$ cat src/rtl/rotary_pkg.sv
// Shared rotary-encoder definitions: FSM encoding, Gray tables and the step request payload.
// Also used by the quadrature decoder so both ends agree on phase order.
package rotary_pkg;

   localparam int unsigned PHASE_IDX_W = 2;

   typedef logic [PHASE_IDX_W-1:0] phase_idx_t;

   // Quadrature level packed as {a, b}
   typedef logic [1:0] quad_t;

   localparam quad_t GRAY_IDLE = 2'b00;

   typedef enum logic [1:0] {
      ST_IDLE   = 2'd0,
      ST_EDGE   = 2'd1,
      ST_BOUNCE = 2'd2,
      ST_HOLD   = 2'd3
   } rot_state_e;

   typedef struct packed {
      logic dir_cw;
      logic bounce;
   } step_req_t;

   // Target level after phase idx: CW 10,11,01,00 ; CCW 01,11,10,00
   function automatic quad_t gray_code(input logic dir_cw, input phase_idx_t idx);
      quad_t code;
      unique case (idx)
         2'd0:    code = dir_cw ? 2'b10 : 2'b01;
         2'd1:    code = 2'b11;
         2'd2:    code = dir_cw ? 2'b01 : 2'b10;
         default: code = GRAY_IDLE;
      endcase
      return code;
   endfunction

endpackage

$ cat src/rtl/cycle_timer.sv
// Loadable down-counter; expire_c marks the N-th cycle after a load of N,
// near_c the cycle just before it.
module cycle_timer #(
   parameter int unsigned W = 8
) (
   input  logic         aclk,
   input  logic         reset,
   input  logic         load_i,
   input  logic [W-1:0] load_val_i,
   output logic         expire_c,
   output logic         near_c
);

   logic [W-1:0] cnt_q, cnt_d;

   always_ff @(posedge aclk or posedge reset) begin
      if (reset) cnt_q <= '0;
      else       cnt_q <= cnt_d;
   end

   always_comb begin
      cnt_d = cnt_q;
      if (load_i)              cnt_d = load_val_i;
      else if (cnt_q != W'(0)) cnt_d = cnt_q - W'(1);
   end

   assign expire_c = (cnt_q == W'(1));
   assign near_c   = (cnt_q == W'(2));

endmodule

$ cat src/rtl/quad_step_gen.sv
// Encoder emulator: each accepted step plays one full Gray cycle on a_out/b_out,
// optionally with contact bounce after every edge, and tracks a wrapping position.
module quad_step_gen
   import rotary_pkg::*;
#(
   parameter int unsigned PHASE_CYCLES  = 1000,
   parameter int unsigned BOUNCE_CYCLES = 100,
   parameter int unsigned BOUNCE_TOGGLE = 2,
   parameter int unsigned POS_W         = 16
) (
   input  logic             aclk,
   input  logic             reset,
   input  logic             step_valid,
   input  logic             step_dir,
   input  logic             bounce_en,
   output logic             step_ready,
   output logic             a_out,
   output logic             b_out,
   output logic             busy,
   output logic [POS_W-1:0] position
);

   localparam int unsigned TMAX = (PHASE_CYCLES > BOUNCE_CYCLES) ? PHASE_CYCLES : BOUNCE_CYCLES;
   localparam int unsigned TW   = $clog2(TMAX + 1);

   rot_state_e       state_q, state_d;
   step_req_t        req_q, req_d;
   phase_idx_t       phase_q, phase_d;
   quad_t            ab_q, ab_d;
   logic [POS_W-1:0] pos_q, pos_d;
   logic             ready_q, ready_d;
   logic             busy_q, busy_d;

   logic             ph_load, ph_exp, ph_near;
   logic [TW-1:0]    ph_val;
   logic             tg_load, tg_exp, tg_near_unused;
   quad_t            tgt, mov;

   // Phase timer paces BOUNCE and HOLD; toggle timer paces bounce flips
   cycle_timer #(.W(TW)) u_phase_tmr (
      .aclk       (aclk),
      .reset      (reset),
      .load_i     (ph_load),
      .load_val_i (ph_val),
      .expire_c   (ph_exp),
      .near_c     (ph_near)
   );

   cycle_timer #(.W(TW)) u_toggle_tmr (
      .aclk       (aclk),
      .reset      (reset),
      .load_i     (tg_load),
      .load_val_i (TW'(BOUNCE_TOGGLE)),
      .expire_c   (tg_exp),
      .near_c     (tg_near_unused)
   );

   always_ff @(posedge aclk or posedge reset) begin
      if (reset) begin
         state_q <= ST_IDLE;
         req_q   <= '0;
         phase_q <= '0;
         ab_q    <= GRAY_IDLE;
         pos_q   <= '0;
         ready_q <= 1'b1;
         busy_q  <= 1'b0;
      end else begin
         state_q <= state_d;
         req_q   <= req_d;
         phase_q <= phase_d;
         ab_q    <= ab_d;
         pos_q   <= pos_d;
         ready_q <= ready_d;
         busy_q  <= busy_d;
      end
   end

   always_comb begin
      state_d = state_q;
      req_d   = req_q;
      phase_d = phase_q;
      ab_d    = ab_q;
      pos_d   = pos_q;
      ready_d = ready_q;
      ph_load = 1'b0;
      ph_val  = TW'(PHASE_CYCLES);
      tg_load = 1'b0;

      // Only the bit that moves in this phase may bounce
      tgt = gray_code(req_q.dir_cw, phase_q);
      mov = tgt ^ gray_code(req_q.dir_cw, phase_idx_t'(phase_q - PHASE_IDX_W'(1)));

      unique case (state_q)
         ST_IDLE: begin
            if (step_valid) begin
               req_d   = '{dir_cw: step_dir, bounce: bounce_en};
               phase_d = '0;
               ab_d    = gray_code(step_dir, '0);
               tg_load = 1'b1;
               ready_d = 1'b0;
               state_d = ST_EDGE;
            end
         end
         ST_EDGE: begin
            ph_load = 1'b1;
            if (req_q.bounce) begin
               ph_val  = TW'(BOUNCE_CYCLES);
               tg_load = tg_exp;
               if (tg_exp) ab_d = ab_q ^ mov;
               state_d = ST_BOUNCE;
            end else begin
               state_d = ST_HOLD;
            end
         end
         ST_BOUNCE: begin
            tg_load = tg_exp;
            if (ph_exp) begin
               ph_load = 1'b1;
               state_d = ST_HOLD;
            end else if (ph_near) begin
               ab_d = tgt;
            end else if (tg_exp) begin
               ab_d = ab_q ^ mov;
            end
         end
         ST_HOLD: begin
            if (ph_exp) begin
               if (phase_q == PHASE_IDX_W'(3)) begin
                  pos_d   = req_q.dir_cw ? pos_q + POS_W'(1) : pos_q - POS_W'(1);
                  ready_d = 1'b1;
                  state_d = ST_IDLE;
               end else begin
                  phase_d = phase_idx_t'(phase_q + PHASE_IDX_W'(1));
                  ab_d    = gray_code(req_q.dir_cw, phase_idx_t'(phase_q + PHASE_IDX_W'(1)));
                  tg_load = 1'b1;
                  state_d = ST_EDGE;
               end
            end
         end
         default: state_d = ST_IDLE;
      endcase

      busy_d = ~ready_d;
   end

   assign step_ready = ready_q;
   assign busy       = busy_q;
   assign a_out      = ab_q[1];
   assign b_out      = ab_q[0];
   assign position   = pos_q;

endmodule
$ cat config.mk
export PLATFORM = sky130hd
export DESIGN_NAME = quad_step_gen
export DESIGN_NICKNAME = d
export VERILOG_FILES = /design/src/rtl/rotary_pkg.sv /design/src/rtl/cycle_timer.sv /design/src/rtl/quad_step_gen.sv
export SDC_FILE = /design/constraint.sdc
export NUM_CORES = 1
export LEC_CHECK = 0
export CORE_MARGIN = 3
export CORE_UTILIZATION = 40
export CTS_CLUSTER_DIAMETER = 120
export DETAILED_ROUTE_END_ITERATION = 16
export REMOVE_ABC_BUFFERS = 1
export SETUP_SLACK_MARGIN = 0.02
export SYNTH_ARGS = -nofsm -noshare
export SYNTH_HDL_FRONTEND = slang
export SYNTH_SLANG_ARGS = --single-unit
$ cat constraint.sdc
create_clock -name aclk -period 3.8 [get_ports aclk]
set_clock_uncertainty 0.15 [all_clocks]
set_input_delay 0.76 -clock aclk [delete_from_list [all_inputs] [get_ports aclk]]
set_output_delay 0.76 -clock aclk [all_outputs]
set_load 0.03 [all_outputs]
==> results.md <==
* Status: finished, final reports clean
* Num CTS Buffers at 5
* Kind of capture point of the worst setup path: flip-flop
* Final antenna-violating net count at 0
* Via/cell ratio at around 5.3
* Post-DP HPWL at approximately 5 mm
* First-pass GRT wire length at approximately 12 mm
* Multi-input logic area at roughly 2000 um^2
* RePlAce Congestion at roughly 0.84
* Slew Viols, Final at 0
* H-tree depth at 2
* Final hold vios at 0
* Post-CTS sizing at 0
* Initial core utilization at a little over two fifths
* Crit start category: flip-flop
* Worst hold-check path type: flip-flop to flip-flop
* Setup TNS at 0 ns
* Worst Path Required at 3.86 ns
* #FFs+latches synth at 46
* Clock Tree Root: clkbuf_8
* First-pass DRT Iterations at 7
* DRT Wirelength at 6.87 mm
* Cts hold-fix bufs at 0
* Setup Viol. Count Final at 0
* Util after Layout at between 40% and 50%
* TritonCTS clock tree: built
* Clock Pin Slew Worst Setup and Hold Paths at about 0.1 ns
* Critical Path AT at between 3 and 4 ns
* Syn Std Cell Area at between 3000 and 4000 um^2
* Total gr overflow at 0
* Register area at approximately 1200 um^2
* Post-route DRC at 0
* Crit path buffers/inverters at 1
* Unrepaired setup endpoints after global routing: false
* Wirelength per Cell at approximately 14 um
* I/O Buffers at 24
* Switching share of power at 43.3%
* Yosys cell types at 55
* Pwr/cell area at between 600 and 700 nW/um^2
* Ys Warns at 0
* Die Y at 96.1 um
* Die width at just under 100 um
* Reg power frac at between 30% and 40%
* # diodes at 0
* Drt first-iter violations at 84
* Clk buf depth at 2
* Initial antenna violation count at 0
* Seq/Total Area, Yosys at 35.5%
* Via count at roughly 2600
* Filler Cell Count at 772
* Asr flop ratio synth at 100%
* Family with the most delay on the worst path: compound AO/OA/AOI/OAI gates
* Clock network power share at between 15 and 20%
* IO Pins at 25
* Leakage at about 1.6 nW
* EDFF count, synth at 0
* Fraction of layout cells with a size suffix above 1 at under 10%
* Postcts setup bufs at 0
* Max incr delay on CP at ~0.52 ns
* Syn-to-layout area delta at 13.7%
* Total GRT Usage at 16.4%
* CP max stage cell: inv_1
* Max VDD drop at 0.227 mV
* Number of global-route vias before repair at roughly 2600
* Worst path cell trace: inv_1, ha_1, a21o_1, a311oi_1, nor3_1, o21bai_1, a21boi_0, o31ai_1
* Die ar. at a little over 9000 um^2
* FMAX at roughly 0.33 GHz
* Syn_area_per_cell at ~9 um^2
* Largest net degree at the start of global routing at 47
* Crit path kind: flip-flop to flip-flop
* P_sw at about 1000 uW
* Rel. slew slack at between 30% and 40%
* Critical path fanouts, max at 20
* Internal cell power at about 1.3 mW
* Fin crit period at 3.04 ns
* Num rows at 32
* Max Cap Viol at 0
* Worst slew pin tran at around 1.0 ns
* Clk sinks at between 40 and 50
* Cells after Synth at ~360
* Crit share post-route at 80.0%
* Dominant synthesized flop cell: dfrtp_1
* Placeable Area at about 7800 um^2
* Worst skew pair latency at ~0.30 ns
* Nets at between 400 and 500
* Combinational power share at between 50% and 60%
* Fin Hold WS at about 0.33 ns
==> cell usage after synthesis, drive strengths merged, types with 2 or more instances <==
master | count | share of area (%)
nor3 | 18 | 2.9
and2 | 2 | 0.39
a221o | 2 | 0.65
or4b | 2 | 0.62
nor2b | 8 | 1.5
nand2b | 4 | 0.77
nor4 | 6 | 1.2
or3 | 3 | 0.58
o21ai | 30 | 4.6
nand2 | 36 | 4.2
nor2 | 26 | 3.0
nor4b | 3 | 1.3
or2 | 2 | 0.38
nand3 | 12 | 1.8
nand4 | 4 | 0.77
dfrtp | 45 | 35
ha | 32 | 12
o31ai | 3 | 0.69
or4 | 3 | 0.92
a211oi | 8 | 2.0
o21bai | 3 | 0.69
xnor2 | 18 | 4.8
a31oi | 2 | 0.38
a21oi | 24 | 4.0
and3 | 2 | 0.38
mux2 | 5 | 1.7
a21o | 5 | 1.2
o21a | 2 | 0.46
xor2 | 12 | 3.2
inv | 14 | 1.6
clkbuf | 10 | 1.2
==> per-layer routing <==
| metal | up-vias | track usage (%) | routed length [um] |
|---|---|---|---|
| met3 | 4 | 2.81 | 159 |
| met2 | 25 | 25.1 | 3020 |
| met1 | 1223 | 24.1 | 3630 |
| met5 | - | 0 | 0 |
| li1 | 1337 | - | - |
| met4 | 0 | 3.20 | 51 |
==> cells in the final DEF, fill, tap and decap left out, types with 4 or more instances in the layout <==
cell type	n
nand2_1	36
nor2b_1	8
a21o_1	5
dfrtp_1	45
nor2_1	26
clkbuf_8	5
a21oi_1	23
inv_1	13
nor4_1	6
nand2b_1	4
mux2_2	5
xnor2_1	18
nand3_1	12
nor3_1	17
clkdlybuf4s50_1	24
ha_1	32
xor2_1	12
o21ai_0	30
a211oi_1	7
nand4_1	4
==> per-stage QoR <==
stage	instances	worst slack [ns]	cell area [um^2]	power, mW
2_1_floorplan	351	1.15	3210	1.67
3_3_place_gp	478	0.878	3580	1.90
3_5_place_dp	478	0.802	3580	1.93
4_1_cts	486	0.782	3700	2.33
5_1_grt	486	0.521	3700	2.53
6_report	486	0.760	3700	2.30
==> path summary, 6_finish.rpt <==
path | start | slack, ns | endpoint | cells past startpoint
min in group asynchronous | reset | 0.85 | position[3]$_DFFE_PP0P_ | 2
min | position[15]$_DFFE_PP0P_ | 0.33 | position[15]$_DFFE_PP0P_ | 1
max in group asynchronous | reset | 2.02 | position[6]$_DFFE_PP0P_ | 2
max | req_q[1]$_DFFE_PP0P_ | 0.76 | position[12]$_DFFE_PP0P_ | 8
max reg2reg | req_q[1]$_DFFE_PP0P_ | 0.76 | position[12]$_DFFE_PP0P_ | 8
min reg2reg | position[15]$_DFFE_PP0P_ | 0.33 | position[15]$_DFFE_PP0P_ | 1
==> flip-flops by register name, indices dropped and copies added (netlist names) <==
signal / cells
position: 16
state_q: 2
ab_q: 2
u_phase_tmr.cnt_q: 10
req_q: 2
u_toggle_tmr.cnt_q: 10
step_ready: 1
phase_q: 2
busy: 1
==> power by group through the flow <==
stage / combinational, mW / clock [mW] / sequential (mW)
2_1_floorplan: 0.916 / 0 / 0.756
6_report: 1.16 / 0.380 / 0.755
3_5_place_dp: 1.16 / 0 / 0.765
5_1_grt: 1.34 / 0.417 / 0.775
3_3_place_gp: 1.15 / 0 / 0.758
4_1_cts: 1.17 / 0.399 / 0.754
==> area by class of cell <==
| type | instances | share of cell area [%] |
|---|---|---|
| multi-input combinational | 291 | 54.2 |
| clock inverter | 3 | 1.22 |
| sequential | 46 | 31.2 |
| clock buffer | 5 | 1.86 |
| inverter | 14 | 1.42 |
| timing repair buffer | 25 | 6.70 |
| tap | 102 | 3.45 |
==> cells by family (layout without fill, tap and decap cells) <==
family | count (synthesis) | in the layout | share of synthesized area, %
AO/OA/AOI/OAI | 88 | 88 | 17.1
buffers and inverters | 25 | 47 | 2.93
XOR/XNOR | 30 | 30 | 8.08
flip-flops | 46 | 46 | 35.5
multiplexers | 6 | 6 | 2.04
adder cells (fa/ha/maj) | 33 | 33 | 12.9
AND/OR/NAND/NOR | 134 | 134 | 21.4
Power figures use the tool's default switching activity.
